## config.mk

```make
export PLATFORM = sky130hd
export DESIGN_NAME = swi_byte_entry_flat
export DESIGN_NICKNAME = d
export VERILOG_FILES = /design/src/rtl/swi_byte_entry_if.sv /design/src/rtl/swi_byte_entry.sv /design/src/flat_wrapper.sv
export SDC_FILE = /design/constraint.sdc
export NUM_CORES = 1
export LEC_CHECK = 0
export ABC_AREA = 0
export CORE_ASPECT_RATIO = 0.5
export CORE_MARGIN = 2
export CORE_UTILIZATION = 35
export DETAILED_ROUTE_END_ITERATION = 8
export PLACE_DENSITY = 0.66
export SETUP_SLACK_MARGIN = 0.05
export SYNTH_ARGS = -nofsm -noshare
export SYNTH_HDL_FRONTEND = slang
export SYNTH_SLANG_ARGS = --single-unit
```

## constraint.sdc

```tcl
create_clock -name clk_2 -period 2.9 [get_ports clk_2]
set_clock_uncertainty 0.1 [all_clocks]
set_input_delay 0.725 -clock clk_2 [delete_from_list [all_inputs] [get_ports clk_2]]
set_output_delay 0.725 -clock clk_2 [all_outputs]
set_load 0.01 [all_outputs]
```

## src/rtl/swi_byte_entry_if.sv

```systemverilog
// Switch-entry bus: raw switch bank in, assembled byte, strobe, counter and LED status out.
// The master drives the switches; the entry block is the slave.
interface swi_byte_entry_if #(
    parameter int NBITS_SW = 8
);
    logic [NBITS_SW-1:0] SWI;
    logic [7:0]          data_out;
    logic                data_valid;
    logic [7:0]          byte_count;
    logic [NBITS_SW-1:0] LED;

    modport master (
        output SWI,
        input  data_out,
        input  data_valid,
        input  byte_count,
        input  LED
    );

    modport slave (
        input  SWI,
        output data_out,
        output data_valid,
        output byte_count,
        output LED
    );
endinterface

```

## src/rtl/swi_byte_entry.sv

```systemverilog
// Two-nibble byte entry from board switches: synchronise, debounce, detect key presses,
// assemble {hi, lo} on the enter key, and mirror progress on the LEDs.
module swi_byte_entry #(
    parameter int NBITS_SW  = 8,
    parameter int DB_CYCLES = 3,
    parameter int CNT_BITS  = 4
) (
    input  logic              clk_2,
    input  logic              reset,
    swi_byte_entry_if.slave   bus
);
    localparam logic [CNT_BITS-1:0] DB_LAST = CNT_BITS'(DB_CYCLES - 1);

    typedef enum logic {
        S_HI = 1'b0,
        S_LO = 1'b1
    } state_t;

    logic [NBITS_SW-1:0] s1_q;
    logic [NBITS_SW-1:0] s2_q;
    logic [NBITS_SW-1:0] db_q;
    logic [NBITS_SW-1:0] db_dly_q;

    state_t              state_q;
    logic [3:0]          hi_nib_q;
    logic [7:0]          data_out_q;
    logic                data_valid_q;
    logic [7:0]          byte_count_q;
    logic [NBITS_SW-1:0] led_q;

    logic enter_p;
    logic clear_p;
    logic capture_hi;
    logic capture_lo;
    logic byte_ready_d;
    logic state_lo_d;

    always_ff @(posedge clk_2 or posedge reset) begin
        if (reset) begin
            s1_q     <= '0;
            s2_q     <= '0;
            db_dly_q <= '0;
        end else begin
            s1_q     <= bus.SWI;
            s2_q     <= s1_q;
            db_dly_q <= db_q;
        end
    end

    // Each bit only flips after s2 has disagreed with it for DB_CYCLES consecutive edges.
    generate
        for (genvar gi = 0; gi < NBITS_SW; gi++) begin : g_db
            logic [CNT_BITS-1:0] cnt_q;

            always_ff @(posedge clk_2 or posedge reset) begin
                if (reset) begin
                    cnt_q    <= '0;
                    db_q[gi] <= 1'b0;
                end else if (s2_q[gi] == db_q[gi]) begin
                    cnt_q    <= '0;
                end else if (cnt_q == DB_LAST) begin
                    db_q[gi] <= s2_q[gi];
                    cnt_q    <= '0;
                end else begin
                    cnt_q    <= cnt_q + 1'b1;
                end
            end
        end
    endgenerate

    assign enter_p = db_q[7] & ~db_dly_q[7];
    assign clear_p = db_q[6] & ~db_dly_q[6];

    // Clear dominates: an enter arriving with a clear is simply dropped.
    assign capture_hi   = enter_p & ~clear_p & (state_q == S_HI);
    assign capture_lo   = enter_p & ~clear_p & (state_q == S_LO);
    assign byte_ready_d = capture_lo | (led_q[5] & ~clear_p);
    assign state_lo_d   = capture_hi | ((state_q == S_LO) & ~capture_lo & ~clear_p);

    always_ff @(posedge clk_2 or posedge reset) begin
        if (reset) begin
            state_q      <= S_HI;
            hi_nib_q     <= 4'h0;
            data_out_q   <= 8'h00;
            data_valid_q <= 1'b0;
            byte_count_q <= 8'h00;
            led_q        <= '0;
        end else begin
            data_valid_q <= 1'b0;
            if (clear_p) begin
                state_q  <= S_HI;
                hi_nib_q <= 4'h0;
            end else if (enter_p) begin
                case (state_q)
                    S_HI: begin
                        hi_nib_q <= db_q[3:0];
                        state_q  <= S_LO;
                    end
                    S_LO: begin
                        data_out_q   <= {hi_nib_q, db_q[3:0]};
                        data_valid_q <= 1'b1;
                        byte_count_q <= byte_count_q + 8'd1;
                        state_q      <= S_HI;
                    end
                    default: state_q <= S_HI;
                endcase
            end
            led_q <= {db_q[7], db_q[6], byte_ready_d, state_lo_d, db_q[3:0]};
        end
    end

    assign bus.data_out   = data_out_q;
    assign bus.data_valid = data_valid_q;
    assign bus.byte_count = byte_count_q;
    assign bus.LED        = led_q;
endmodule

```

## src/flat_wrapper.sv

```systemverilog
// flat-port wrapper written by rule: the top's interface ports become plain ports
module swi_byte_entry_flat 
#(
    parameter int NBITS_SW  = 8,
    parameter int DB_CYCLES = 3,
    parameter int CNT_BITS  = 4
)
  (clk_2, reset, bus_SWI, bus_data_out, bus_data_valid, bus_byte_count, bus_LED);
  swi_byte_entry_if #(.NBITS_SW(NBITS_SW)) bus_i ();
  input  logic clk_2;
  input  logic reset;
  input wire logic [$bits(bus_i.SWI)-1:0] bus_SWI;
  output wire logic [$bits(bus_i.data_out)-1:0] bus_data_out;
  output wire logic [$bits(bus_i.data_valid)-1:0] bus_data_valid;
  output wire logic [$bits(bus_i.byte_count)-1:0] bus_byte_count;
  output wire logic [$bits(bus_i.LED)-1:0] bus_LED;
  assign bus_i.SWI = bus_SWI;
  assign bus_data_out = bus_i.data_out;
  assign bus_data_valid = bus_i.data_valid;
  assign bus_byte_count = bus_i.byte_count;
  assign bus_LED = bus_i.LED;
  swi_byte_entry #(.NBITS_SW(NBITS_SW), .DB_CYCLES(DB_CYCLES), .CNT_BITS(CNT_BITS)) u_core (.clk_2(clk_2), .reset(reset), .bus(bus_i));
endmodule
```

### Word-level counts from Yosys, hierarchy flattened

Index checks and enable logic that the tools add are counted.

| cells by class | value |
|---|---|
| add/sub/neg operators | 9 |
| eq/ne operators | 17 |
| multiplexer cells | 25 |
| bitwise operators | 23 |
| reductions and logical operators | 11 |

Operators by type and width:

| kind | count |
|---|---|
| two-way mux 4 bit | 19 |
| adder 4 x 1 -> 4 bit (second input constant) | 8 |
| equality test 4 x 2 -> 1 bit (second input constant) | 8 |
| AND reduction 2 bit | 9 |
| NOT 1 bit | 13 |
| adder 8 x 1 -> 8 bit (second input constant) | 1 |
| AND 1 bit | 8 |
| equality test 1 bit | 8 |
| two-way mux 1 bit | 5 |
| AND reduction 3 bit | 1 |
| inequality test 2 bit (second input constant) | 1 |
| bitwise OR 1 bit | 2 |
| case mux 1 bit (2 select lines) | 1 |
| nonzero test 2 bit | 1 |

| word-level totals | value |
|---|---|
| register bits after elaboration | 94 |
| input bits | 10 |
| output and inout bits | 25 |
| logic and storage cells | 110 |

### Depth between registers and ports, before layout

Gate-level depths: netlist (run 1).

| depth | value |
|---|---|
| word-level depth | 9 |
| gate-level depth with buffers | 4 |
| mapped depth without buffers | 4 |

### Worst setup path before layout (run 1)

No wires, ideal clock.

| path | value |
|---|---|
| path type | register to register |
| start | register u_core.db_dly_q[7] |
| end | register u_core.byte_count_q[1] (netlist: u_core.bus.byte_count[1]) |
| setup time | 125 ps |
| arrival | 1,268 ps |
| data required time | 2,675 ps |
| setup slack | 1,407 ps |
| stages on the path, launching flop included | 5 |
| buffers on the path | 0 |
| period minus slack after synthesis | 1,493 ps |
| cells stage by stage | dfrtp_1 and2b_4 nand3_4 inv_4 mux2_4 |

| on the way | value |
|---|---|
| word-level cells in the longest chain between the ends | 3 |

RTL lines:

| element | line | source |
|---|---|---|
| start, declared | swi_byte_entry.sv:22 | `logic [NBITS_SW-1:0] db_dly_q;` |
| start signal, assigned | swi_byte_entry.sv:46 | `db_dly_q <= db_q;` |
| NOT 1 bit | swi_byte_entry.sv:71 | `assign enter_p = db_q[7] & ~db_dly_q[7];` |
| AND 1 bit | swi_byte_entry.sv:71 |  |
| AND reduction 3 bit (no line) | n/a |  |
| end signal, assigned | swi_byte_entry.sv:102 | `byte_count_q <= byte_count_q + 8'd1;` |
| end, declared | swi_byte_entry.sv:28 | `logic [7:0] byte_count_q;` |

No other way between the ends.
A chain may end at the register's enable or synchronous reset.

### Worst setup path in the final report (run 1)

| path | value |
|---|---|
| start | register u_core.byte_count_q[3] (netlist: u_core.bus.byte_count[3]) |
| end | output port bus_byte_count[3] |

RTL lines:

| element | line | source |
|---|---|---|
| end, declared | flat_wrapper.sv:15 | `output wire logic [$bits(bus_i.byte_count)-1:0] bus_byte_count;` |

No word-level cell between the ends.

==> impl_metrics.yaml, run 1 <==
yosys:
  yosys.area.top_type_share_pct: 62.3
  synth.largest_area_cell: "dfrtp_1"
  ys_warn_count: 0
  synth_fa_ha_area_share_pct: 5.63
  synthesis.nets: 241
  synth_seq_cells: 72
  synthXorXnorAreaFrac_pct: 7.88
  ys_seq_area_share_pct: 62.3
  avgSynthCellArea_um2: 13.3
  synth_cell_types: 25
  synth_compound_area_share_pct: 2.94
  synth_simple_gate_area_share_pct: 12.0
  synth_top_family_by_area: "simple AND/OR/NAND/NOR gates"
  yosys-top-cells-area: "dfrtp_1 (62%), ha_1 (5.6%), mux2_4 (4.7%), xnor2_1 (4.5%), nor2_1 (4.2%)"
  netlist_instances: 218
  syn_area_mm2: 0.00289
  synth_mux_area_share_pct: 7.01
grt:
  grt_usage_pct: 11.7
  grt_pass1_vias: 1666
  antenna_found_initial: 0
  gr-total-overflow: 0
  grt_start_max_net_pins: 62
  grt_pass1_wl_mm: 8.00
final_layout:
  n_fill_cell: 723
  final_layout_size_suffix_gt1_share_pct: 15.2
  layout_common_cells: "dfrtp_1 (72), nor2_1 (32), clkdlybuf4s50_1 (32)"
  syn_to_final_growth_pct: 26.0
  fin_nets: 282
  diodes: 0
  final_core_util_pct: 45.5
  layout_commonest_cell: "dfrtp_1"
worst_setup_path:
  arrival_ns: 1.34
  startpoint_type: "flop"
  path_class: "flop to output pin"
  path_depth: 1
  end_kind: "output pin"
  critical_path.max_stage_delay_ns: 0.58
  worstRegToRegCells: 4
  cp.required_ns: 2.08
  critPathMaxFanout: 5
  path_buf_inv: 1
  crit_path_top_delay_cell: "clkdlybuf4s50_1"
  critical_path.cell_chain: "clkdlybuf4s50_1"
  crit_family: "buffers and inverters"
sta:
  hold_viol_final: 0
  hold_ws_ns: 0.246
  worst_slew_pin_slew_ns: 0.401
  setup_violations: 0
  min_period_ns: 2.17
  tns_ns: 0
  period_share_pct: 74.7
  final-max-slew-violation-count: 0
  fmax_ghz: 0.462
  slew_headroom_pct: 73.3
  rsz0062_at_grt: "no"
die:
  start_util_pct: 36.1
  die_h_um: 68.3
  ios: 35
  core_area_mm2: 0.00800
  dieArea_mm2: 0.00904
  rows: 23
  die_w_um: 133
clock_tree:
  clk_latency_ns: 0.32
  cts_tree: "built"
  ctsLongestPathBuffers: 2
  cts-resized-gates: 0
  hold_buffers: 0
  cts-root-buf: "clkbuf_16"
  htreeDepth: 3
  postCtsSetupBuffers: 0
  cts_sinks: 72
  cts.clk_slew.worst_paths_ns: 0.05
  cts_inserted_buffers: 9
routing:
  vias: 1675
  firstDrtPassIters: 4
  via_per_inst: 4.45
  drc_errors: 0
  drt_iter0_drc: 118
  wl_per_cell_um: 12.7
  routed_wirelength_mm: 4.78
  antenna_left: 0
placement:
  io_buffers: 32
  place.gp.congestion: 0.736
  dp_hpwl_mm: 3.26
min_path:
  min_path_type: "flop to flop"
  min_path_cells: 0
run:
  drv_cap: 0
pwr:
  peakVddDrop_v: 0.000430
  leakage_nw: 1.69
  fin_total_pwr_mw: 3.74
  pwr_density_cell_mw_per_mm2: 1030
status:
  status: "finished clean"
[final cells by class]
cell class / count / area (um2) / area share (%)
Clock buffer: 13 / 260 / 7.15
Multi-Input combinational cell: 135 / 1030 / 28.2
Sequential cell: 72 / 1800 / 49.5
Tap cell: 112 / 140 / 3.85
Clock inverter: 3 / 40.0 / 1.10
Inverter: 8 / 32.5 / 0.893
Timing Repair Buffer: 33 / 340 / 9.35
[metrics by stage]
step,area (um2),worst slack [ns],instances
global placement,3340,1.10,360
detailed placement,3340,1.08,360
CTS,3640,0.735,376
finish,3640,0.734,376
global route,3640,0.703,376
floorplan,2890,0.250,218
[flip-flops by register name, indices dropped and copies added, names as in the netlist]
signal and flops:
u_core.db_dly_q 6, u_core.s1_q 6, u_core.db_q 6, u_core.hi_nib_q 4
u_core.bus.byte_count 8, u_core.bus.LED 2, u_core.state_q 1, u_core.g_db.cnt_q 24
u_core.bus.data_out 8, u_core.bus.data_valid 1, u_core.s2_q 6
[logic make-up after synthesis]
logic type	count (synthesis)
adders and majority gates	13
buffers and inverters	11
and+or+nand+nor	67
xor gates and xnor gates	26
DFF	72
AOI/OAI and AO/OA	14
muxes	15
[layer usage]
| metal | global-route usage [%] | part of all wire (%) | vias up |
|---|---|---|---|
| met4 | 5.38 | 2.1 | 0 |
| li1 | - | - | 802 |
| met5 | 0 | 0 | - |
| met2 | 19.2 | 48 | 31 |
| met1 | 13.9 | 45 | 831 |
| met3 | 4.44 | 4.3 | 11 |
[path summary, 6_finish.rpt]
path | start | end | slack [ns]
setup reg to reg | u_core.db_dly_q[7] | u_core.bus.data_out[0] | 1.32
max in group asynchronous | reset | u_core.s2_q[6] | 1.56
hold reg to reg | u_core.s1_q[3] | u_core.s2_q[3] | 0.25
setup / recovery | u_core.bus.byte_count[3] | bus_byte_count[3] | 0.73
min in group asynchronous | reset | u_core.g_db[3].cnt_q[1] | 0.55
hold / removal | u_core.s1_q[3] | u_core.s2_q[3] | 0.25
[synth_stat cells]
library cell / n
a21o_1: 6
a21oi_1: 4
and2b_4: 1
buf_4: 1
buf_6: 2
dfrtp_1: 72
ha_1: 13
inv_1: 7
inv_4: 1
mux2_2: 6
mux2_4: 9
nand2_1: 14
nand2b_1: 2
nand3_1: 6
nand3_4: 1
nand4_1: 3
nand4_2: 1
nor2_1: 32
nor2b_4: 1
nor3_1: 2
nor3b_2: 1
nor4_2: 3
o21ai_0: 4
xnor2_1: 15
xor2_1: 11
[power by group]
| group | internal [mW] | total, mW | switching, mW |
|---|---|---|---|
| Sequential | 1.30 | 1.58 | 0.283 |
| Clock | 0.710 | 1.09 | 0.378 |
| Combinational | 0.592 | 1.06 | 0.471 |
| Total | 2.60 | 3.74 | 1.13 |
Power figures use the tool's default switching activity.
==> run 2: changes to the inputs <==
--- a/config.mk
+++ b/config.mk
@@ -10,7 +10,7 @@
 export CORE_MARGIN = 2
 export CORE_UTILIZATION = 35
 export DETAILED_ROUTE_END_ITERATION = 8
-export PLACE_DENSITY = 0.66
+export PLACE_DENSITY = 0.68
 export SETUP_SLACK_MARGIN = 0.05
 export SYNTH_ARGS = -nofsm -noshare
 export SYNTH_HDL_FRONTEND = slang
==> constraint.sdc (replaced) <==
create_clock -name clk_2 -period 1.8 [get_ports clk_2]
set_clock_uncertainty 0.1 [all_clocks]
set_input_delay 0.45 -clock clk_2 [delete_from_list [all_inputs] [get_ports clk_2]]
set_output_delay 0.45 -clock clk_2 [all_outputs]
set_load 0.01 [all_outputs]
==> run 2 against run 1 <==
Against the previous run:
- global-route usage grew 0.90 points
- power increased by 67%
- hold slack hardly changed
- sequential share of layout area is 0.85 points lower
- first-iteration DRC count fell by 38%
- core utilization up 0.83 points
- critical path depth stayed put
- sequential cell count unchanged
- critical endpoint is now bus_byte_count[4]
- largest power group unchanged
==> impl_metrics.yaml, run 2 (synthesized netlist as in run 1, its figures left out) <==
status:
  status: "finished clean"
routing:
  via_per_inst: 4.40
  firstDrtPassIters: 4
  routed_wirelength_mm: 4.84
  vias: 1672
  drc_errors: 0
  drt_iter0_drc: 73
  wl_per_cell_um: 12.7
  antenna_left: 0
min_path:
  hold_end: "u_core.s2_q[7]"
  min_path_type: "flop to flop"
  min_path_cells: 0
  hp-start: "u_core.s1_q[7]"
final_layout:
  diodes: 0
  fin_nets: 286
  final_layout_size_suffix_gt1_share_pct: 17.5
  fin_area_mm2: 0.00371
  n_fill_cell: 739
  largest_reg_flops: 24
  syn_to_final_growth_pct: 28.3
  regMostFlops: "u_core.g_db.cnt_q"
  layout_common_cells: "dfrtp_1 (71), nor2_1 (32), dlygate4sd2_1 (23)"
  layout_commonest_cell: "dfrtp_1"
placement:
  place.gp.congestion: 0.729
  placed_area_mm2: 0.00336
  io_buffers: 32
  dp_hpwl_mm: 3.47
worst_setup_path:
  startpoint_type: "flop"
  critPathMaxFanout: 5
  worstRegToRegCells: 4
  path_class: "flop to output pin"
  arrival_ns: 1.08
  path_buf_inv: 1
  rr_endpoint: "u_core.bus.data_out[0]"
  end_kind: "output pin"
  cp.required_ns: 1.25
  critical_path.cell_chain: "dlygate4sd2_1"
  reg2reg_slack_ns: 0.26
  rr_startpoint: "u_core.db_dly_q[7]"
  critical_path.max_stage_delay_ns: 0.43
  crit_path_top_delay_cell: "dfrtp_1"
  crit_family: "flip-flops"
pwr:
  combinationalPowerShare_pct: 26.7
  pwr-share-clk_pct: 33.1
  leakage_nw: 1.82
  pwr_density_cell_mw_per_mm2: 1680
  fin_total_pwr_mw: 6.23
  peakVddDrop_v: 0.000569
  swShare_pct: 29.7
  power.internal_mw: 4.38
  p_seq_share_pct: 40.2
  p_switching_mw: 1.85
grt:
  antenna_found_initial: 0
  gr-total-overflow: 0
  grt_start_max_net_pins: 54
  grt_pass1_wl_mm: 8.49
  grt_usage_pct: 12.6
  grt_pass1_vias: 1763
clock_tree:
  htreeDepth: 3
  cts-root-buf: "clkbuf_16"
  clk_latency_ns: 0.33
  hold_buffers: 0
  cts.clk_slew.worst_paths_ns: 0.05
  cts_tree: "built"
  ctsLongestPathBuffers: 2
  cts_inserted_buffers: 9
  cts_sinks: 72
sta:
  min_period_ns: 1.63
  tns_ns: 0
  fmax_ghz: 0.613
  hold_viol_final: 0
  final-max-slew-violation-count: 0
  setup_violations: 0
  worst_slew_pin_slew_ns: 0.398
  rsz0062_at_grt: "no"
  period_share_pct: 90.7
  slew_headroom_pct: 73.5
die:
  rows: 23
  dieArea_mm2: 0.00904
  die_h_um: 68.3
  ios: 35
  core_area_mm2: 0.00800
  die_w_um: 133
  start_util_pct: 36.1
run:
  drv_cap: 0
-- run 2: cell count changes in the layout (fill, tap and decap cells not counted), sizes merged --
cell           before  now
clkinv              2    1
buf                 1    5
dlymetal6s2s        0    2
clkdlybuf4s50      32    7
clkinvlp            0    2
clkbuf             13   11
dlygate4sd2         0   23
bufinv              1    3
inv                 8    7
-- run 2: power by group through the flow --
stage	clock network [mW]	logic (mW)	registers, mW
after floorplan	0	1.10	2.54
after global placement	0	1.70	2.52
after detailed placement	0	1.78	2.56
after CTS	2.12	1.71	2.51
after global routing	2.20	1.87	2.59
final	2.06	1.66	2.51
-- run 2: cell type report --
cell class                 count  area (um2)  share of cell area, %
clock inverter                 5         103                   2.77
sequential                    72        1800                   48.6
timing repair buffer          37         347                   9.35
multi-input combinational    135        1030                   27.7
tap                          112         140                   3.78
clock buffer                  11         253                   6.82
inverter                       8        36.3                  0.979
-- run 2: per-stage QoR --
step                setup WS [ns]  hold WS [ns]  cells  utilization [%]
CTS                        0.0516         0.249    380             46.3
floorplan                   0.307         0.231    218                -
finish                      0.168         0.246    380             46.3
global route                0.128         0.255    380             46.3
global placement            0.264         0.233    362             42.0
detailed placement          0.245         0.236    362             42.0
-- run 2: what timing repair did --
action,in CTS,in global routing
hold endpoints to repair,0,0
buffers inserted,2,0
endpoints found under the setup margin,23,2
resized for setup,24,2
-- run 2: how the worst max path moves through the flow --
stage / start / to / cells after the start
2_1_floorplan: u_core.db_dly_q[7] / u_core.bus.byte_count[1] / 4
3_3_place_gp: u_core.bus.byte_count[2] / bus_byte_count[2] / 1
5_1_grt: u_core.bus.byte_count[4] / bus_byte_count[4] / 1
4_1_cts: u_core.db_dly_q[3] / bus_LED[3] / 1
3_5_place_dp: u_core.bus.byte_count[4] / bus_byte_count[4] / 1
6_report: u_core.bus.byte_count[4] / bus_byte_count[4] / 1
-- run 2: routing by layer --
layer / up-vias / track usage, % / share of wire (%)
met4: 0 / 7.39 / 2.4
met1: 822 / 13.9 / 44
met5: - / 0 / 0
met2: 32 / 21.6 / 50
met3: 14 / 4.67 / 3.9
li1: 804 / - / -
==> run 3: changes to the inputs <==
==> constraint.sdc (replaced) <==
create_clock -name clk_2 -period 1.31 [get_ports clk_2]
set_clock_uncertainty 0.1 [all_clocks]
set_input_delay 0.3275 -clock clk_2 [delete_from_list [all_inputs] [get_ports clk_2]]
set_output_delay 0.3275 -clock clk_2 [all_outputs]
set_load 0.05 [all_outputs]
==> run 3 against run 2 <==
Against the previous run:
- power grew 89%
- critical path type is now flop to flop
- final cell count rose by 13%
- combinational power grew to 3.4 times the previous value
- worst setup slack worse by 0.35 ns
- the flow now finishes with violations (negative setup slack)
- largest power group is now combinational cells
- die area unchanged
- sequential power is 43% higher
- global-route usage is 2.5 points higher
- register-to-register slack worse by 0.44 ns
- count of clock-buffer cells in the layout is 2 lower
- sequential share of layout area down 8.7 points
- cell area rose by 23%
==> impl_metrics.yaml, run 3 (synthesized netlist as in run 1, its figures left out) <==
status:
  status: "finished, violations left"
  violations: "negative setup slack"
pwr:
  pwr_density_cell_mw_per_mm2: 2590
  leakage_nw: 2.11
  fin_total_pwr_mw: 11.8
  peakVddDrop_v: 0.000921
grt:
  grt_pass1_vias: 2102
  grt_start_max_net_pins: 25
  gr-total-overflow: 0
  antenna_found_initial: 0
  grt_usage_pct: 15.0
  grt_pass1_wl_mm: 10.3
final_layout:
  largest_reg_flops: 24
  final_core_util_pct: 56.9
  syn_to_final_growth_pct: 57.4
  regMostFlops: "u_core.g_db.cnt_q"
  layout_common_cells: "dfrtp_1 (62), buf_4 (35), nor2_1 (32)"
  final_layout_size_suffix_gt1_share_pct: 46.4
  fin_nets: 335
  final_cells: 429
  layout_commonest_cell: "dfrtp_1"
  diodes: 0
die:
  die_w_um: 133
  rows: 23
  start_util_pct: 36.1
  ios: 35
  dieArea_mm2: 0.00904
  die_h_um: 68.3
  core_area_mm2: 0.00800
routing:
  routed_wirelength_mm: 6.70
  dr_wl_met3_um: 224
  wl_per_cell_um: 15.6
  vias: 1983
  wl_met2_mm: 3.72
  wl_met1_mm: 2.62
  top_layer_used: "met4"
  firstDrtPassIters: 4
  via_per_inst: 4.62
  antenna_left: 0
  drt_iter0_drc: 84
  drc_errors: 0
worst_setup_path:
  rr_endpoint: "u_core.bus.data_out[0]"
  crit_path_start: "u_core.db_dly_q[7]"
  critical_path.max_stage_delay_ns: 0.43
  cp-endpoint: "u_core.bus.data_out[0]"
  startpoint_type: "flop"
  cp.required_ns: 1.42
  path_class: "flop to flop"
  worstRegToRegCells: 4
  arrival_ns: 1.61
  critical_path.cell_chain: "and2b_4 > nand3_4 > inv_4 > mux2_4"
  end_kind: "flop"
  rr_startpoint: "u_core.db_dly_q[7]"
  crit_path_top_delay_cell: "dfrtp_2"
  reg2reg_slack_ns: -0.18
  critPathMaxFanout: 5
clock_tree:
  cts_sinks: 72
  hold_buffers: 0
  cts-root-buf: "clkbuf_16"
  cts_tree: "built"
  ctsLongestPathBuffers: 2
  htreeDepth: 3
  clk_latency_ns: 0.33
  cts_inserted_buffers: 9
  cts.clk_slew.worst_paths_ns: 0.06
placement:
  place.gp.congestion: 0.695
  io_buffers: 32
  dp_hpwl_mm: 3.66
  dp_cells: 377
  pre_cts_slack_ns: -0.196
sta:
  final-max-slew-violation-count: 0
  slew_headroom_pct: 82.1
  rsz0062_at_grt: "yes"
  period_share_pct: 114
  setup_violations: 46
  hold_viol_final: 0
  fmax_ghz: 0.669
  worst_slack_ns: -0.185
  worst_slew_pin_slew_ns: 0.266
  min_period_ns: 1.49
run:
  drv_cap: 0
min_path:
  min_path_cells: 0
  min_path_type: "flop to flop"
-- run 3: through the flow --
step	TNS, ns	hold WS (ns)	cell area (um2)
4_1_cts	-2.62	0.248	4420
6_report	-2.95	0.247	4550
3_5_place_dp	-1.67	0.235	3780
3_3_place_gp	-1.25	0.234	3780
2_1_floorplan	-2.63	0.231	2920
5_1_grt	-4.47	0.251	4550
-- run 3: what timing repair did --
item                       in CTS  in global routing
hold endpoints to repair        0                  0
gates resized for setup        19                 23
setup endpoints to repair      48                 59
gates cloned                    1                  0
buffers inserted               28                  7
pin swaps                      11                  7
-- run 3: where the power goes --
group          internal (mW)  switching (mW)  leakage [nW]  total, mW
clock                   1.67           0.955         0.148       2.62
sequential              2.91           0.687         0.907       3.59
combinational           2.94            2.64          1.06       5.58
total                   7.51            4.28          2.11       11.8
-- run 3: how the worst min path moves through the flow --
stage / startpoint / end / slack, ns
2_1_floorplan: u_core.s1_q[0] / u_core.s2_q[0] / 0.23
3_3_place_gp: u_core.s1_q[0] / u_core.s2_q[0] / 0.23
3_5_place_dp: u_core.s1_q[1] / u_core.s2_q[1] / 0.23
4_1_cts: u_core.s1_q[1] / u_core.s2_q[1] / 0.25
5_1_grt: u_core.s1_q[1] / u_core.s2_q[1] / 0.25
6_report: u_core.s1_q[1] / u_core.s2_q[1] / 0.25
-- run 3: routing by layer --
metal / GRT usage, % / vias up
met5: 0 / -
met4: 7.53 / 0
met3: 3.56 / 12
met2: 28.6 / 37
met1: 16.3 / 1023
li1: - / 911
-- run 3: area by class of cell --
cell class,count,area [um2]
sequential,72,1810
fill,619,3450
tap,112,140
inverter,8,36.3
clock buffer,9,225
clock inverter,7,96.3
multi-input combinational,136,1160
timing repair buffer,85,1070
-- run 3: critical path: cells and delay by family, from the launching register on --
kind                   cells  cell delay, ns
buffers and inverters      1            0.11
and+or+nand+nor            2            0.44
muxes                      1            0.30
DFF                        1            0.43
==> RTL edit 1 (config.mk and constraints of run 1) <==
Make the reset (`reset`) synchronous in 3 clocked blocks.
--- a/src/rtl/swi_byte_entry.sv
+++ b/src/rtl/swi_byte_entry.sv
@@ -35,7 +35,7 @@
     logic byte_ready_d;
     logic state_lo_d;
 
-    always_ff @(posedge clk_2 or posedge reset) begin
+    always_ff @(posedge clk_2) begin
         if (reset) begin
             s1_q     <= '0;
             s2_q     <= '0;
@@ -52,7 +52,7 @@
         for (genvar gi = 0; gi < NBITS_SW; gi++) begin : g_db
             logic [CNT_BITS-1:0] cnt_q;
 
-            always_ff @(posedge clk_2 or posedge reset) begin
+            always_ff @(posedge clk_2) begin
                 if (reset) begin
                     cnt_q    <= '0;
                     db_q[gi] <= 1'b0;
@@ -77,7 +77,7 @@
     assign byte_ready_d = capture_lo | (led_q[5] & ~clear_p);
     assign state_lo_d   = capture_hi | ((state_q == S_LO) & ~capture_lo & ~clear_p);
 
-    always_ff @(posedge clk_2 or posedge reset) begin
+    always_ff @(posedge clk_2) begin
         if (reset) begin
             state_q      <= S_HI;
             hi_nib_q     <= 4'h0;
Function: differs if reset is asserted again (counterexample within 10 cycles, from zero or initial values and one cycle with reset high); with reset held inactive, the same outputs for 10 cycles.
==> RTL edit 1 against run 1 <==
  * Routed wire length down 7.5%
  * Die area down 8.2%
  * Setup slack gained 35 ps
  * Synthesized area shrank 8.6%
  * Design area is 7.4% lower
  * Sequential share of layout area decreased by 6.7 points
  * Sequential cell count stayed put
  * Critical endpoint is now bus_byte_count[2]
  * Largest cell class unchanged
Power is not compared: it rests on default switching activity, and its combinational part moved more than twofold at a synthesized area within 25%.
==> RTL edit 1: results (changes against run 1) <==
yosys:
  synth_cell_types: 30  # +20%
  synth-compound-area-share_pct: 2.084  # -0.86 points
  synth-adder-area-share_pct: 6.158  # +0.53 points
  synthXorXnorAreaFrac_pct: 7.958  # +0.080 points
  synthTopCellsByCount: "dfxtp_1, nor2_1, nand2_1"
  synth_area_leaders: "dfxtp_1, nor2_1, ha_1"
  synth_fp_nets: 290  # +20%
  synth_mux_area_share_pct: 4.216  # -2.8 points
timing:
  slew_headroom_pct: 68.03  # -5.2 points
  fin_crit_sh_pct: 73.50  # -1.2 points
worst_setup_path:
  startpoint: "u_core.bus.byte_count[2]"
  r2r_start: "u_core.bus.LED[6]"
  worstSetupEndpoint: "bus_byte_count[2]"
  rr_endpoint: "u_core.bus.byte_count[7]"
  cp_data_arrival_time_ps: 1310  # -30 ps
place:
  hpwl_um: 3175  # -2.7%
  dp_cells: 390  # +8.3%
  dp_slack_ps: 731.6  # -344.4 ps
  placed_area_um2: 3065  # -8.2%
global_routing:
  grt_max_degree: 38  # -39%
  grt_usage_pct: 11.99  # +0.33 points
finish:
  num-nets-final: 328  # +16%
drt:
  avgRoutedWirePerCell_um: 10.90  # -14%
  first_iter_violations: 58  # -51%
run_status:
  status: "finished, final reports clean"
min_path:
  hold_depth: 1  # +1
  min_from: "u_core.s1_q[6]"
==> RTL edit 1: changes by cell type after synthesis, sizes merged, moves of 7 or more <==
cell   delta
nor2     +15
nor2b    +19
or3       +7
mux2     -14
dfxtp    +72
nand2     +8
dfrtp    -72
mux2i    +10
==> RTL edit 1: metal layers <==
layer,vias to the layer above,wire [um],GRT usage [%]
met4,0,57,4.121
met2,14,2349,23.12
li1,939,-,-
met3,6,114,4.153
met1,843,1903,12.31
met5,-,0,0
==> RTL edit 1: kinds of logic (layout without fill, tap and decap cells) <==
family          after synthesis  count (layout)
simple gates                121             121
flops                        72              72
xor+xnor                     24              24
buf+inv                      15              58
fa+ha+maj                    13              13
compound gates               11              11
mux                          11              11
==> RTL edit 1: cell type report <==
type                    instances  area [um2]  area share (%)
flip-flops and latches         72        1441           42.75
multi-input cells             180        1139           33.77
repair buffers                 34       335.3           9.944
clock buffers                  11       252.7           7.495
well taps                      96       120.1           3.562
clock inverters                 5       53.80           1.596
inverters                       8       30.03          0.8905
==> RTL edit 2 (config.mk and constraints of run 1) <==
Without the edit above. `CNT_BITS` is set to 4 in 2 places; all go to 6.
--- a/src/rtl/swi_byte_entry.sv
+++ b/src/rtl/swi_byte_entry.sv
@@ -3,7 +3,7 @@
 module swi_byte_entry #(
     parameter int NBITS_SW  = 8,
     parameter int DB_CYCLES = 3,
-    parameter int CNT_BITS  = 4
+    parameter int CNT_BITS  = 6
 ) (
     input  logic              clk_2,
     input  logic              reset,
--- a/src/flat_wrapper.sv
+++ b/src/flat_wrapper.sv
@@ -3,7 +3,7 @@
 #(
     parameter int NBITS_SW  = 8,
     parameter int DB_CYCLES = 3,
-    parameter int CNT_BITS  = 4
+    parameter int CNT_BITS  = 6
 )
   (clk_2, reset, bus_SWI, bus_data_out, bus_data_valid, bus_byte_count, bus_LED);
   swi_byte_entry_if #(.NBITS_SW(NBITS_SW)) bus_i ();
Formal check against the unedited RTL: no difference found for any inputs over 10 cycles, from zero or initial values and one cycle with reset high; that may be too few to reach the edited logic, so the function may still have changed.
==> RTL edit 2 against run 1 <==
  * Routed wire length rose by 19%
  * Sequential power grew 11%
  * Synthesized area is 21% higher
  * Setup slack got worse by 35 ps
  * Sequential cell count grew 12
  * Count of clock-buffer cells in the layout did not move
  * Design area is 17% higher
  * Sequential share of layout area down 0.15 points
  * Power rose by 6.1%
  * Global-route usage up 0.26 points
  * Core utilization down 1.0 points
  * Critical path type unchanged
==> RTL edit 2: results (changes against run 1) <==
run_status:
  status: "finished, final reports clean"
min_path:
  hold_path_class: "reg2reg"
  min_from: "u_core.s1_q[3]"
worst_setup_path:
  critPathMaxFanout: 6  # +1
  cpPeakStageDelay_ps: 580  # about the same
  r2r_start: "u_core.state_q"
  cp_data_arrival_time_ps: 1380  # +40 ps
  reg2regPathDepth: 3  # -1
  ff2ff_setup_slack_ps: 1120  # -200 ps
  rr_endpoint: "u_core.bus.byte_count[1]"
yosys:
  synthTopCellsByCount: "dfrtp_1, nor2_1, xor2_1"
  synth_area_leaders: "dfrtp_1, xor2_1, ha_1"
  synth_fp_nets: 306  # +27%
  yosysSeqAreaShare_pct: 60.04  # -2.3 points
  synth_cells: 283  # +30%
  synth_cell_types: 27  # +8.0%
pwr:
  switching_share_pct: 30.82  # +0.53 points
  p_sw_mw: 1.222  # +8.0%
  p_clk_share_pct: 28.3  # -0.8 points
  power_frac_seq_pct: 44.4  # +2.0 points
  p_leak_nw: 1.896  # +12%
  peakVddDrop_uv: 375.5  # -13%
drt:
  dr_wl_met3_um: 185  # -11%
  wl_met2_um: 2817  # +22%
  avgRoutedWirePerCell_um: 12.28  # -3.4%
  first_iter_violations: 84  # -29%
  top_layer: "met4"
  met1_length_um: 2572  # +19%
  routed_wl_um: 5687  # +19%
  num_vias: 2106  # +26%
place:
  hpwl_um: 3976  # +22%
  dp_cells: 447  # +24%
  placed_area_um2: 3964  # +19%
  place_congestion: 0.7328  # -0.39%
  dp_slack_ps: 1044  # -31.64 ps
  io_buffers: 32  # unchanged
finish:
  num-nets-final: 346  # +23%
  largest_reg_flops: 36  # +50%
  nFillCells: 881  # +22%
  final_layout_size_suffix_gt1_share_pct: 10.37  # -4.8 points
global_routing:
  grt_max_degree: 85  # +37%
  grt_usage_pct: 11.92  # +0.26 points
  met2_usage_pct: 20.54  # +1.3 points
  grt_pass1_wl_um: 9998  # +25%
  use_met1_pct: 13.66  # -0.26 points
  grt_use_met3_pct: 4.303  # -0.14 points
timing:
  whs_ps: 245.7  # -0.1970 ps
  worstMarginPinSlew_ps: 440.6  # +39.49 ps
  fmax_mhz: 454.2  # -1.6%
clock_network:
  htree_levels: 3  # unchanged
## RTL edit 2: cell types whose count changed after synthesis, sizes merged, moves of 7 or more
cell and change:
dfrtp +12, nand3 +12, or3 +12, a21oi +7
nor2 +7, xor2 +9
## RTL edit 2: final cells by class
class	instances	area, um2	area share [%]
Multi-Input combinational cell	187	1319	30.95
Sequential cell	84	2102	49.34
Inverter	8	33.78	0.7930
Clock inverter	3	46.29	1.087
Tap cell	135	168.9	3.965
Clock buffer	13	250.2	5.874
Timing Repair Buffer	33	340.3	7.988
## RTL edit 2: cell families (layout without fill, tap and decap cells)
logic type	Yosys count	count (layout)	synth area share (%)
and+or+nand+nor	100	100	14.83
DFF	84	84	60.04
xor gates and xnor gates	32	32	8.006
AOI/OAI and AO/OA	27	27	4.503
muxes	15	15	5.683
adders and majority gates	13	13	4.646
buffers and inverters	12	57	2.287
